### config.mk
export PLATFORM = sky130hd
export DESIGN_NAME = mdu
export DESIGN_NICKNAME = d
export VERILOG_FILES = /design/src/rtl/mdu_pkg.sv /design/src/rtl/mdu.sv
export SDC_FILE = /design/constraint.sdc
export NUM_CORES = 1
export LEC_CHECK = 0
export BUFFER_PORTS_ARGS = -buffer_cell sky130_fd_sc_hd__buf_4
export CORE_ASPECT_RATIO = 0.9
export CORE_MARGIN = 1
export CORE_UTILIZATION = 31
export CTS_BUF_LIST = sky130_fd_sc_hd__clkbuf_8
export CTS_CLUSTER_DIAMETER = 50
export DETAILED_ROUTE_END_ITERATION = 8
export PLACE_DENSITY = 0.52
export SLEW_MARGIN = 10
export SYNTH_ARGS = -nofsm -noshare
export SYNTH_HDL_FRONTEND = slang
export SYNTH_SLANG_ARGS = --single-unit
### constraint.sdc
create_clock -name clk -period 6.48 [get_ports clk]
set_clock_uncertainty 0.2 [all_clocks]
set_input_delay 0.324 -clock clk [delete_from_list [all_inputs] [get_ports clk]]
set_output_delay 0.324 -clock clk [all_outputs]
set_load 0.02 [all_outputs]
### src/rtl/mdu_pkg.sv
// Shared constants for the iterative RV32M multiply/divide unit:
// funct3 op codes, FSM state encoding and the iteration count.
package mdu_pkg;

  localparam logic [2:0] MDU_MUL    = 3'b000;
  localparam logic [2:0] MDU_MULH   = 3'b001;
  localparam logic [2:0] MDU_MULHSU = 3'b010;
  localparam logic [2:0] MDU_MULHU  = 3'b011;
  localparam logic [2:0] MDU_DIV    = 3'b100;
  localparam logic [2:0] MDU_DIVU   = 3'b101;
  localparam logic [2:0] MDU_REM    = 3'b110;
  localparam logic [2:0] MDU_REMU   = 3'b111;

  localparam int MDU_STEPS = 32;

  typedef enum logic [1:0] {
    MDU_IDLE = 2'd0,
    MDU_CALC = 2'd1,
    MDU_DONE = 2'd2
  } mdu_state_t;

endpackage

### src/rtl/mdu.sv
// Iterative RV32M multiply/divide: shift-add multiply and restoring divide
// sharing one 64-bit accumulator, 32 steps, start/busy/done handshake.
//
// state    | meaning
// MDU_IDLE | waiting for start
// MDU_CALC | one multiply or divide step per cycle
// MDU_DONE | result just written, done pulse; may accept the next start
module mdu (
  input  logic        clk,
  input  logic        reset,
  input  logic        start,
  input  logic [2:0]  funct3,
  input  logic [31:0] operand_a,
  input  logic [31:0] operand_b,
  output logic [31:0] result,
  output logic        busy,
  output logic        done
);
  import mdu_pkg::*;

  localparam logic [4:0] LAST_CNT = 5'(MDU_STEPS - 1);

  mdu_state_t  state, state_n;
  logic [4:0]  cnt, cnt_n;
  logic [63:0] acc, acc_n, acc_step;
  logic [31:0] mag, mag_n;
  logic [2:0]  op, op_n;
  logic        neg_main, neg_main_n;
  logic        neg_rem, neg_rem_n;
  logic [31:0] result_q, result_n;

  logic        a_signed, b_signed, sign_a, sign_b;
  logic [31:0] abs_a, abs_b;
  logic        div_zero, div_ovf;

  logic [32:0] sum, rem_sh, diff;
  logic [63:0] prod_fix;
  logic [31:0] quot_fix, rem_fix, final_word;

  // Operand decode for the request currently on the inputs
  always_comb begin
    a_signed = (funct3 == MDU_MULH) || (funct3 == MDU_MULHSU) ||
               (funct3 == MDU_DIV)  || (funct3 == MDU_REM);
    b_signed = (funct3 == MDU_MULH) || (funct3 == MDU_DIV) || (funct3 == MDU_REM);
    sign_a   = a_signed & operand_a[31];
    sign_b   = b_signed & operand_b[31];
    abs_a    = sign_a ? 32'd0 - operand_a : operand_a;
    abs_b    = sign_b ? 32'd0 - operand_b : operand_b;
    div_zero = funct3[2] && (operand_b == 32'd0);
    div_ovf  = ((funct3 == MDU_DIV) || (funct3 == MDU_REM)) &&
               (operand_a == 32'h8000_0000) && (operand_b == 32'hFFFF_FFFF);
  end

  // One iteration: upper half is partial product / remainder, lower half
  // is multiplier / dividend shifting out while quotient bits shift in.
  always_comb begin
    sum    = {1'b0, acc[63:32]} + (acc[0] ? {1'b0, mag} : 33'd0);
    rem_sh = {acc[63:32], acc[31]};
    diff   = rem_sh - {1'b0, mag};
    if (!op[2])
      acc_step = {sum, acc[31:1]};
    else if (diff[32])
      acc_step = {rem_sh[31:0], acc[30:0], 1'b0};
    else
      acc_step = {diff[31:0], acc[30:0], 1'b1};
  end

  always_comb begin
    prod_fix = neg_main ? 64'd0 - acc_step : acc_step;
    quot_fix = neg_main ? 32'd0 - acc_step[31:0] : acc_step[31:0];
    rem_fix  = neg_rem  ? 32'd0 - acc_step[63:32] : acc_step[63:32];
    case (op)
      MDU_MUL:                         final_word = prod_fix[31:0];
      MDU_MULH, MDU_MULHSU, MDU_MULHU: final_word = prod_fix[63:32];
      MDU_DIV, MDU_DIVU:               final_word = quot_fix;
      default:                         final_word = rem_fix;
    endcase
  end

  always_ff @(posedge clk) begin
    if (reset) state <= MDU_IDLE;
    else       state <= state_n;
  end

  always_comb begin
    state_n    = state;
    cnt_n      = cnt;
    acc_n      = acc;
    mag_n      = mag;
    op_n       = op;
    neg_main_n = neg_main;
    neg_rem_n  = neg_rem;
    result_n   = result_q;
    case (state)
      MDU_IDLE, MDU_DONE: begin
        state_n = MDU_IDLE;
        if (start) begin
          op_n       = funct3;
          cnt_n      = 5'd0;
          neg_main_n = sign_a ^ sign_b;
          neg_rem_n  = sign_a;
          if (funct3[2]) begin
            acc_n = {32'd0, abs_a};
            mag_n = abs_b;
          end else begin
            acc_n = {32'd0, abs_b};
            mag_n = abs_a;
          end
          if (div_zero) begin
            result_n = funct3[1] ? operand_a : 32'hFFFF_FFFF;
            state_n  = MDU_DONE;
          end else if (div_ovf) begin
            result_n = funct3[1] ? 32'd0 : 32'h8000_0000;
            state_n  = MDU_DONE;
          end else begin
            state_n = MDU_CALC;
          end
        end
      end
      MDU_CALC: begin
        acc_n = acc_step;
        cnt_n = cnt + 5'd1;
        if (cnt == LAST_CNT) begin
          result_n = final_word;
          state_n  = MDU_DONE;
        end
      end
      default: state_n = MDU_IDLE;
    endcase
  end

  always_ff @(posedge clk) begin
    if (reset) begin
      cnt      <= 5'd0;
      acc      <= 64'd0;
      mag      <= 32'd0;
      op       <= MDU_MUL;
      neg_main <= 1'b0;
      neg_rem  <= 1'b0;
      result_q <= 32'd0;
    end else begin
      cnt      <= cnt_n;
      acc      <= acc_n;
      mag      <= mag_n;
      op       <= op_n;
      neg_main <= neg_main_n;
      neg_rem  <= neg_rem_n;
      result_q <= result_n;
    end
  end

  assign result = result_q;
  assign busy   = (state == MDU_CALC);
  assign done   = (state == MDU_DONE);

endmodule

# Word level (Yosys, flattened, before mapping)
# Index checks and enable logic that the tools add are counted.
dict set report op_classes {
  n_addsub 8
  n_eq_ne 17
  muxes 27
  bitwise_logic 3
  reduce_logical 19
}
# op n
set ops {}
lappend ops {{$mux 32} 13}
lappend ops {{$mux 64} 4}
lappend ops {{$pmux 64 s2} 1}
lappend ops {{$sub 1x32->32 const A} 4}
lappend ops {{$pmux 32 s3} 1}
lappend ops {{$eq 32x32->1 const B} 2}
lappend ops {{$pmux 32 s2} 1}
lappend ops {{$sub 1x64->64 const A} 1}
lappend ops {{$add 32x32->33} 1}
lappend ops {{$sub 33x32->33} 1}
lappend ops {{$logic_not 32->1} 1}
lappend ops {{$eq 3x3->1 const B} 4}
lappend ops {{$pmux 5 s2} 1}
lappend ops {{$eq 3x2->1 const B} 3}
lappend ops {{$mux 2} 4}
lappend ops {{$eq 3x1->1 const B} 2}
lappend ops {{$logic_or 1x1->1} 6}
lappend ops {{$add 5x1->5 const B} 1}
lappend ops {{$eq 5x5->1 const B} 1}
lappend ops {{$mux 5} 1}
lappend ops {{$pmux 2 s2} 1}
lappend ops {{$reduce_and 2->1} 2}
lappend ops {{$reduce_and 4->1} 1}
lappend ops {{$reduce_or 2->1} 2}
lappend ops {{12 further kinds} 15}
dict set report totals {
  reg_bits 140
  in_bits 70
  output_inout_bits 34
}

# Logic depth before layout (Yosys ltp)
# Gate-level depths: netlist of run 1.
dict set report logic_depth {
  word_depth 9
  mapped_depth 27
  depth_no_buf 23
}

# Worst setup path after synthesis of run 1
# No wires, ideal clock.
dict set report synth_timing {
  path_kind {flip-flop to flip-flop}
  startpoint {register acc[31]}
  endpoint {register result_q[30] (netlist: result[30])}
  setup_time_ps 117
  arrival_ps 5191
  setup_slack_ps 971
  path_stages_with_launch 24
  path_buffers 2
  period_less_slack_ps 5509
  cell_sequence {dfxtp_1 > inv_1 > ha_1 > inv_1 > fa_1 > a211oi_2 > nor3_4 > o211ai_4 > a211oi_4 > o21a_2 > nor2_1 > clkbuf_1 > a211oi_1 > nor2_1 > ha_1 > nand3_1 > nor4_1 > a211oi_1 > nor4_2 > clkbuf_1 > nand4_1 > or3_1 > a21o_1 > a32o_1}
}
dict set report synth_via {
  elab_chain_cells 8
  word_cells_on_any_way 12
}
# element line_no
set synth_rtl {}
lappend synth_rtl {{from (decl)} mdu.sv:25} ;# logic [63:0] acc, acc_n, acc_step;
lappend synth_rtl {{from (signal assigned)} mdu.sv:143} ;# acc <= acc_n;
lappend synth_rtl {{$sub 33x32->33} mdu.sv:59} ;# diff = rem_sh - {1'b0, mag};
lappend synth_rtl {{$mux 64} mdu.sv:62} ;# else if (diff[32])
lappend synth_rtl {{$mux 64 (*)} mdu.sv:60} ;# if (!op[2])
lappend synth_rtl {{$sub 1x64->64, or another cell as far along} mdu.sv:69} ;# prod_fix = neg_main ? 64'd0 - acc_step : acc_step;
lappend synth_rtl {{$mux 64, or another cell as far along} mdu.sv:69}
lappend synth_rtl {{$pmux 32 s3 (*)} mdu.sv:72} ;# case (op)
lappend synth_rtl {{$mux 32 (*)} mdu.sv:123} ;# if (cnt == LAST_CNT) begin
lappend synth_rtl {{$pmux 32 s2 (*)} mdu.sv:94} ;# case (state)
lappend synth_rtl {{to (signal assigned)} mdu.sv:148} ;# result_q <= result_n;
lappend synth_rtl {{to (decl)} mdu.sv:30} ;# logic [31:0] result_q, result_n;
# Mark *: on every way between the ends. The rest lies on a longest branch, timed or not. The select of a mux whose other input is x is not followed.
# A chain may end at the register's enable or synchronous reset.

# Worst setup path in the final report of run 1
dict set report layout_timing {
  startpoint {register acc[0]}
  endpoint {register result_q[27] (netlist: result[27])}
}
dict set report layout_via {
  elab_chain_cells 8
  word_cells_on_any_way 13
}
# element line_no
set layout_rtl {}
lappend layout_rtl {{$mux 32} mdu.sv:57} ;# sum = {1'b0, acc[63:32]} + (acc[0] ? {1'b0, mag} : 33'd0);
lappend layout_rtl {{$add 32x32->33} mdu.sv:57}
lappend layout_rtl {{$mux 64 (*)} mdu.sv:60}
lappend layout_rtl {{$sub 1x64->64 or $sub 1x32->32 (tied branches)} {mdu.sv:69, mdu.sv:71}}
lappend layout_rtl {{$mux 64 or $mux 32 (tied branches)} {mdu.sv:69, mdu.sv:71}}
lappend layout_rtl {{$pmux 32 s3 (*)} mdu.sv:72}
lappend layout_rtl {{$mux 32 (*)} mdu.sv:123}
lappend layout_rtl {{$pmux 32 s2 (*)} mdu.sv:94}
# Marks and branches as above.

==> results.sh, run 1 <==
export IMPL_hold_class="in -> reg"
export IMPL_cts_root_buf="clkbuf_8"
export IMPL_met1_usage_pct=40.4
export IMPL_swShare_pct=47.2
export IMPL_avgSynthCellArea_um2=7.08
export IMPL_yosysSeqAreaShare_pct=17.4
export IMPL_synth_cell_type_count=99
export IMPL_die_h_um=218
export IMPL_start_kind="register"
export IMPL_top_usage_layer="met2"
export IMPL_rsz0062_at_grt="no"
export IMPL_synth_cells=2272
export IMPL_syn_to_final_growth_pct=11.6
export IMPL_clock_power_share_pct=23.4
export IMPL_die_width_um=242
export IMPL_drive_gt1_share_pct=11.5
export IMPL_ir_drop_v=0.000126
export IMPL_ios=104
export IMPL_cts_buffer_depth=2
export IMPL_p_seq_share_pct=29.1
export IMPL_critPathCaptureType="register"
export IMPL_ys_async_sr_fraction_pct=0
export IMPL_grt_max_degree=89
export IMPL_vias=18415
export IMPL_layout_common_cells="280 x nor2_1, 198 x nand2_1, 188 x a21oi_1"
export IMPL_cts_tree="yes"
export IMPL_ant_nets=0
export IMPL_fin_ws_ns=0.237
export IMPL_drc_errors=0
export IMPL_firstDrtPassIters=6
export IMPL_yosys_warnings=0
export IMPL_worst_slew_margin_rel_pct=15.3
export IMPL_syn_area_um2=16100
export IMPL_status="completed"
export IMPL_drtIter0Drc=2276
export IMPL_wire_per_inst_um=25.5
export IMPL_setup_tns_ns=0
export IMPL_viasPerCell=6.17
export IMPL_hold_viol_final=0
export IMPL_clkLatencyLatePin_ns=0.54
export IMPL_p_total_mw=3.33
export IMPL_place_gp_congestion=0.967
export IMPL_cts_htree_levels=4
export IMPL_numCtsBuffers=17
export IMPL_finalCritPeriodShare_pct=96.3
export IMPL_initial_core_util_pct=31.6
export IMPL_placed_area_um2=17400
export IMPL_fmaxAchievable_mhz=160
export IMPL_power_density_nw_per_um2=185
export IMPL_path_max_fanout=15
export IMPL_fin_crit_ns=6.24
export IMPL_antenna_found_initial=1
export IMPL_grt_pass1_vias=16564
export IMPL_syn_nets=2415
export IMPL_clock_sinks=140
export IMPL_internal_power_mw=1.75
export IMPL_routed_wl_mm=76.1
export IMPL_final_max_slew_viol_count=0
export IMPL_synth_seq_cells=140
export IMPL_globalRouteMet2Util_pct=42.0
export IMPL_worst_slew_pin_slew_ns=1.25
export IMPL_finish_instance_area_um2=17900
export IMPL_final_common_cell="nor2_1"
export IMPL_pre_cts_slack_ns=0.292
export IMPL_max_cap_viol_count=0
export IMPL_die_area_um2=52800
export IMPL_dp_hpwl_mm=59.0
export IMPL_p_leak_nw=6.67
export IMPL_io_buffers=103
export IMPL_clkTransAtPathRegs_ns=0.10
export IMPL_path_class="reg -> reg"
export IMPL_grt_use_total_pct=28.0
export IMPL_switchingPower_mw=1.57
export IMPL_core_area_um2=50800
export IMPL_grt_pass1_wl_mm=111
export IMPL_critPathRequiredTime_ns=6.73
export IMPL_synth_edf_count=0
export IMPL_power_frac_comb_pct=47.4
export IMPL_worstPathArrival_ns=6.49
export IMPL_overflow=0
export IMPL_grtUsageMet3_pct=3.56
export IMPL_rows=78
export IMPL_utilization_pct=35.3
export IMPL_ys_flop_type="dfxtp_1"
export IMPL_setup_viol=0
export IMPL_nets=2435
[flip-flops by register name, indices dropped and copies added, names as in the netlist]
| register | cells |
|---|---|
| state | 2 |
| result | 32 |
| cnt | 5 |
| mag | 32 |
| acc | 64 |
| neg_rem | 1 |
| op | 3 |
| neg_main | 1 |
[repair_timing]
item	4_1_cts	5_1_grt
hold endpoints to repair	9	0
buffers inserted	0	1
setup endpoints to repair	0	3
hold buffers	9	0
resized for setup	0	3
[cells by family (layout without fill, tap and decap cells)]
| group | count (synthesis) | after routing | share of synthesized area (%) |
|---|---|---|---|
| other cells | 0 | 1 | 0 |
| buf+inv | 226 | 259 | 5.72 |
| compound gates | 786 | 786 | 33.6 |
| fa+ha+maj | 73 | 73 | 5.77 |
| xor+xnor | 184 | 184 | 10.0 |
| flops | 140 | 140 | 17.4 |
| simple gates | 813 | 813 | 24.2 |
| mux | 50 | 50 | 3.25 |
[Yosys cell counts (32+ instances only)]
master | count | area, µm²
o21ai_0 | 159 | 796
o31ai_1 | 32 | 240
ha_1 | 71 | 888
and2_1 | 45 | 282
xor2_1 | 73 | 639
mux2i_1 | 32 | 320
a211oi_1 | 39 | 293
a31oi_1 | 35 | 219
xnor2_1 | 111 | 972
inv_1 | 61 | 229
nor3_1 | 56 | 280
a21oi_1 | 188 | 941
nand2_1 | 198 | 743
a22oi_1 | 48 | 360
nand3_1 | 43 | 215
clkbuf_1 | 123 | 462
dfxtp_1 | 140 | 2800
o211ai_1 | 47 | 353
nor2_1 | 282 | 1060
[metal layers]
layer | wire [µm] | vias to the layer above
li1 | - | 8482
met1 | 34600 | 8945
met2 | 32700 | 892
met3 | 6070 | 96
met4 | 2760 | 0
met5 | 0 | -
[stage by stage]
stage | cells | hold WS [ns]
global route | 2985 | 0.0810
CTS | 2984 | 0.0297
detailed placement | 2943 | 0.259
global placement | 2943 | 0.250
finish | 2986 | 0.0588
floorplan | 2272 | 0.240
[area by class of cell]
cell class	instances	area (µm²)
clock inverters	13	130
fillers	5462	32900
multi-input cells	1906	12400
flip-flops and latches	140	2810
well taps	680	851
diodes	1	2.50
repair buffers	165	1260
inverters	62	233
clock buffers	19	262
[power by group through the flow]
stage | combinational [mW] | sequential (mW) | clock, mW
6_report | 1.58 | 0.968 | 0.779
5_1_grt | 1.68 | 0.974 | 0.824
4_1_cts | 1.54 | 0.966 | 0.797
3_5_place_dp | 1.53 | 0.986 | 0
3_3_place_gp | 1.53 | 0.985 | 0
2_1_floorplan | 1.03 | 0.952 | 0
[critical path, cell delays in order, from the launching register on]
cell,delay [ns]
dfxtp_1,0.72
and2_1,0.22
ha_1,0.34
a21oi_1,0.39
o221ai_1,0.18
a21oi_1,0.79
xor2_1,0.21
nand2_1,0.12
a21o_1,0.21
o32ai_1,0.57
nand3b_1,0.36
or4_1,0.66
o311a_1,0.39
a2111oi_4,0.36
o221ai_2,0.14
a311oi_2,0.26
[worst paths after layout]
path / slack [ns] / startpoint / endpoint / cells after the start
min reg2reg: 0.27 / result[2] / result[2] / 2
max reg2reg: 0.24 / acc[0] / result[27] / 15
max: 0.24 / acc[0] / result[27] / 15
min: 0.06 / operand_a[5] / result[5] / 3
No activity file was read; power rests on OpenSTA's default activity.
==> run 2: changes to the inputs <==
--- a/config.mk
+++ b/config.mk
@@ -5,7 +5,7 @@
 export SDC_FILE = /design/constraint.sdc
 export NUM_CORES = 1
 export LEC_CHECK = 0
-export BUFFER_PORTS_ARGS = -buffer_cell sky130_fd_sc_hd__buf_4
+export BUFFER_PORTS_ARGS = -buffer_cell sky130_fd_sc_hd__buf_2
 export CORE_ASPECT_RATIO = 0.9
 export CORE_MARGIN = 1
 export CORE_UTILIZATION = 31
==> run 2 against run 1 <==
Compared with the run above:
- global-route usage down 0.59 points
- non-clock buffer count is 2 lower
- count of clock-buffer cells in the layout unchanged
- critical endpoint is now result[6]
- fmax increased by 0.62%
- utilization is 0.58 points lower
- cell area decreased by 1.6%
- highest routed layer unchanged
- combinational power barely moved
- power down 1.5%
- cell count is 0.10% lower
- sequential power is 0.4% lower
- via count grew 0.40%
==> results.sh, run 2 (synthesized netlist as in run 1, its figures left out) <==
export IMPL_clock_power_share_pct=22.7
export IMPL_vias=18488
export IMPL_worstHoldEndpoint="result[18]"
export IMPL_p_leak_nw=6.58
export IMPL_drive_gt1_share_pct=11.5
export IMPL_switchingPower_mw=1.57
export IMPL_nets=2433
export IMPL_path_class="reg -> reg"
export IMPL_slowest_stage="a222oi_1"
export IMPL_layoutNonFillerInstCount=2983
export IMPL_initial_core_util_pct=31.6
export IMPL_r2r_end="result[6]"
export IMPL_io_buffers=103
export IMPL_routed_wl_mm=74.5
export IMPL_critPathTopFamily="compound AO/OA/AOI/OAI gates"
export IMPL_setup_tns_ns=0
export IMPL_die_h_um=218
export IMPL_rows=78
export IMPL_cts_htree_levels=4
export IMPL_overflow=0
export IMPL_viasPerCell=6.20
export IMPL_ir_drop_v=0.000123
export IMPL_path_cells="inv_1 > ha_1 > inv_1 > fa_1 > a211oi_2 > nor3_4 > o211ai_4 > a211oi_4 > o21a_2 > buf_4 > nor3_1 > a21oi_1 > ha_1 > nand4_1 > or3_4 > o41ai_1 > xnor2_1 > a222oi_1 > o21ai_0 > nor2_1 > nor3_1"
export IMPL_hold_viol_final=0
export IMPL_drc_errors=0
export IMPL_grt_use_total_pct=27.4
export IMPL_dp_hpwl_mm=57.8
export IMPL_pre_cts_slack_ns=0.322
export IMPL_min_from="operand_a[18]"
export IMPL_max_cap_viol_count=0
export IMPL_firstDrtPassIters=6
export IMPL_cts_root_buf="clkbuf_8"
export IMPL_ant_nets=0
export IMPL_rsz0062_at_grt="no"
export IMPL_fin_ws_ns=0.276
export IMPL_finish_instance_area_um2=17600
export IMPL_grt_max_degree=91
export IMPL_critPathCaptureType="register"
export IMPL_clock_sinks=140
export IMPL_fin_crit_ns=6.20
export IMPL_path_max_fanout=23
export IMPL_finalCritPeriodShare_pct=95.7
export IMPL_swShare_pct=48.0
export IMPL_final_max_slew_viol_count=0
export IMPL_place_inst=2942
export IMPL_fmaxAchievable_mhz=161
export IMPL_r2r_slack_ns=0.28
export IMPL_path_buf_inv=3
export IMPL_hold_class="in -> reg"
export IMPL_utilization_pct=34.7
export IMPL_die_width_um=242
export IMPL_grt_pass1_wl_mm=110
export IMPL_power_frac_comb_pct=47.9
export IMPL_antenna_found_initial=0
export IMPL_cts_tree="yes"
export IMPL_regMostFlops="acc"
export IMPL_largest_reg_flops=64
export IMPL_drtIter0Drc=2053
export IMPL_worst_slew_pin_slew_ns=1.21
export IMPL_place_gp_congestion=0.984
export IMPL_start_kind="register"
export IMPL_numCtsBuffers=17
export IMPL_hold_depth=3
export IMPL_grt_pass1_vias=16710
export IMPL_setup_viol=0
export IMPL_ios=104
export IMPL_core_area_um2=50800
export IMPL_syn_to_final_growth_pct=9.72
export IMPL_clkTransAtPathRegs_ns=0.11
export IMPL_internal_power_mw=1.70
export IMPL_placed_area_um2=17200
export IMPL_final_common_cell="nor2_1"
export IMPL_power_density_nw_per_um2=186
export IMPL_cts_buffer_depth=2
export IMPL_fill_cells=5431
export IMPL_r2r_start="acc[31]"
export IMPL_diodes=0
export IMPL_critical_path_max_stage_delay_ns=0.60
export IMPL_hold_slack_ns=0.0289
export IMPL_worst_slew_margin_rel_pct=18.9
export IMPL_critPathRequiredTime_ns=6.71
export IMPL_clkLatencyLatePin_ns=0.55
export IMPL_p_seq_share_pct=29.4
export IMPL_p_total_mw=3.28
export IMPL_die_area_um2=52800
export IMPL_layout_common_cells="280 x nor2_1, 198 x nand2_1, 187 x a21oi_1"
export IMPL_r2r_cells=21
export IMPL_wire_per_inst_um=25.0
export IMPL_worstPathArrival_ns=6.43
export IMPL_status="completed"
## run 2: cell types whose count changed in the layout (fill, tap and decap cells not counted)
cell        delta
a21oi_2        +1
nor4_1         +1
inv_6          -1
buf_2        +102
nor4_2         -1
bufinv_16      -1
clkinvlp_4     +2
a21oi_1        -1
buf_4        -104
diode_2        -1
clkinv_4       +1
clkinv_2       -1
## run 2: repair_timing
item / CTS / global route
hold buffers: 9 / 0
resized for setup: 0 / 3
setup endpoints to repair: 0 / 3
buffers inserted: 0 / 0
endpoints found under the hold margin: 9 / 0
## run 2: final cells by class
class                   count  area, µm²  share of cell area [%]
repair buffers            163        991                    5.62
clock buffers              19        262                    1.48
multi-input cells        1906      12400                    70.2
inverters                  62        233                    1.32
flip-flops and latches    140       2810                    15.9
well taps                 680        851                    4.82
clock inverters            13        110                   0.624
## run 2: worst max path at each step
stage | startpoint | endpoint | slack, ns | cells after the start
after CTS | acc[0] | result[27] | 0.29 | 16
after global routing | acc[31] | result[6] | 0.03 | 21
final | acc[31] | result[6] | 0.28 | 21
after detailed placement | acc[31] | result[6] | 0.32 | 21
after floorplan | acc[31] | result[30] | 0.97 | 23
after global placement | acc[31] | result[6] | 0.32 | 21
## run 2: layer usage
layer	global-route usage, %	vias to the layer above	routed length [µm]	share of wire, %
met3	4.69	96	5900	7.9
met5	0	-	0	0
li1	-	8495	-	-
met2	41.9	827	32400	44
met4	9.45	0	2380	3.2
met1	38.5	9070	33800	45
## run 2: power by group through the flow
stage	combinational [mW]	clock [mW]	sequential (mW)
global placement	1.52	0	0.980
floorplan	1.03	0	0.952
finish	1.57	0.742	0.964
CTS	1.53	0.752	0.962
global route	1.68	0.783	0.970
detailed placement	1.52	0	0.982
## run 2: worst min-delay path, cell delays in order
cell and delay [ns]:
buf_2 0.15, o21ai_0 0.18, a311oi_1 0.09
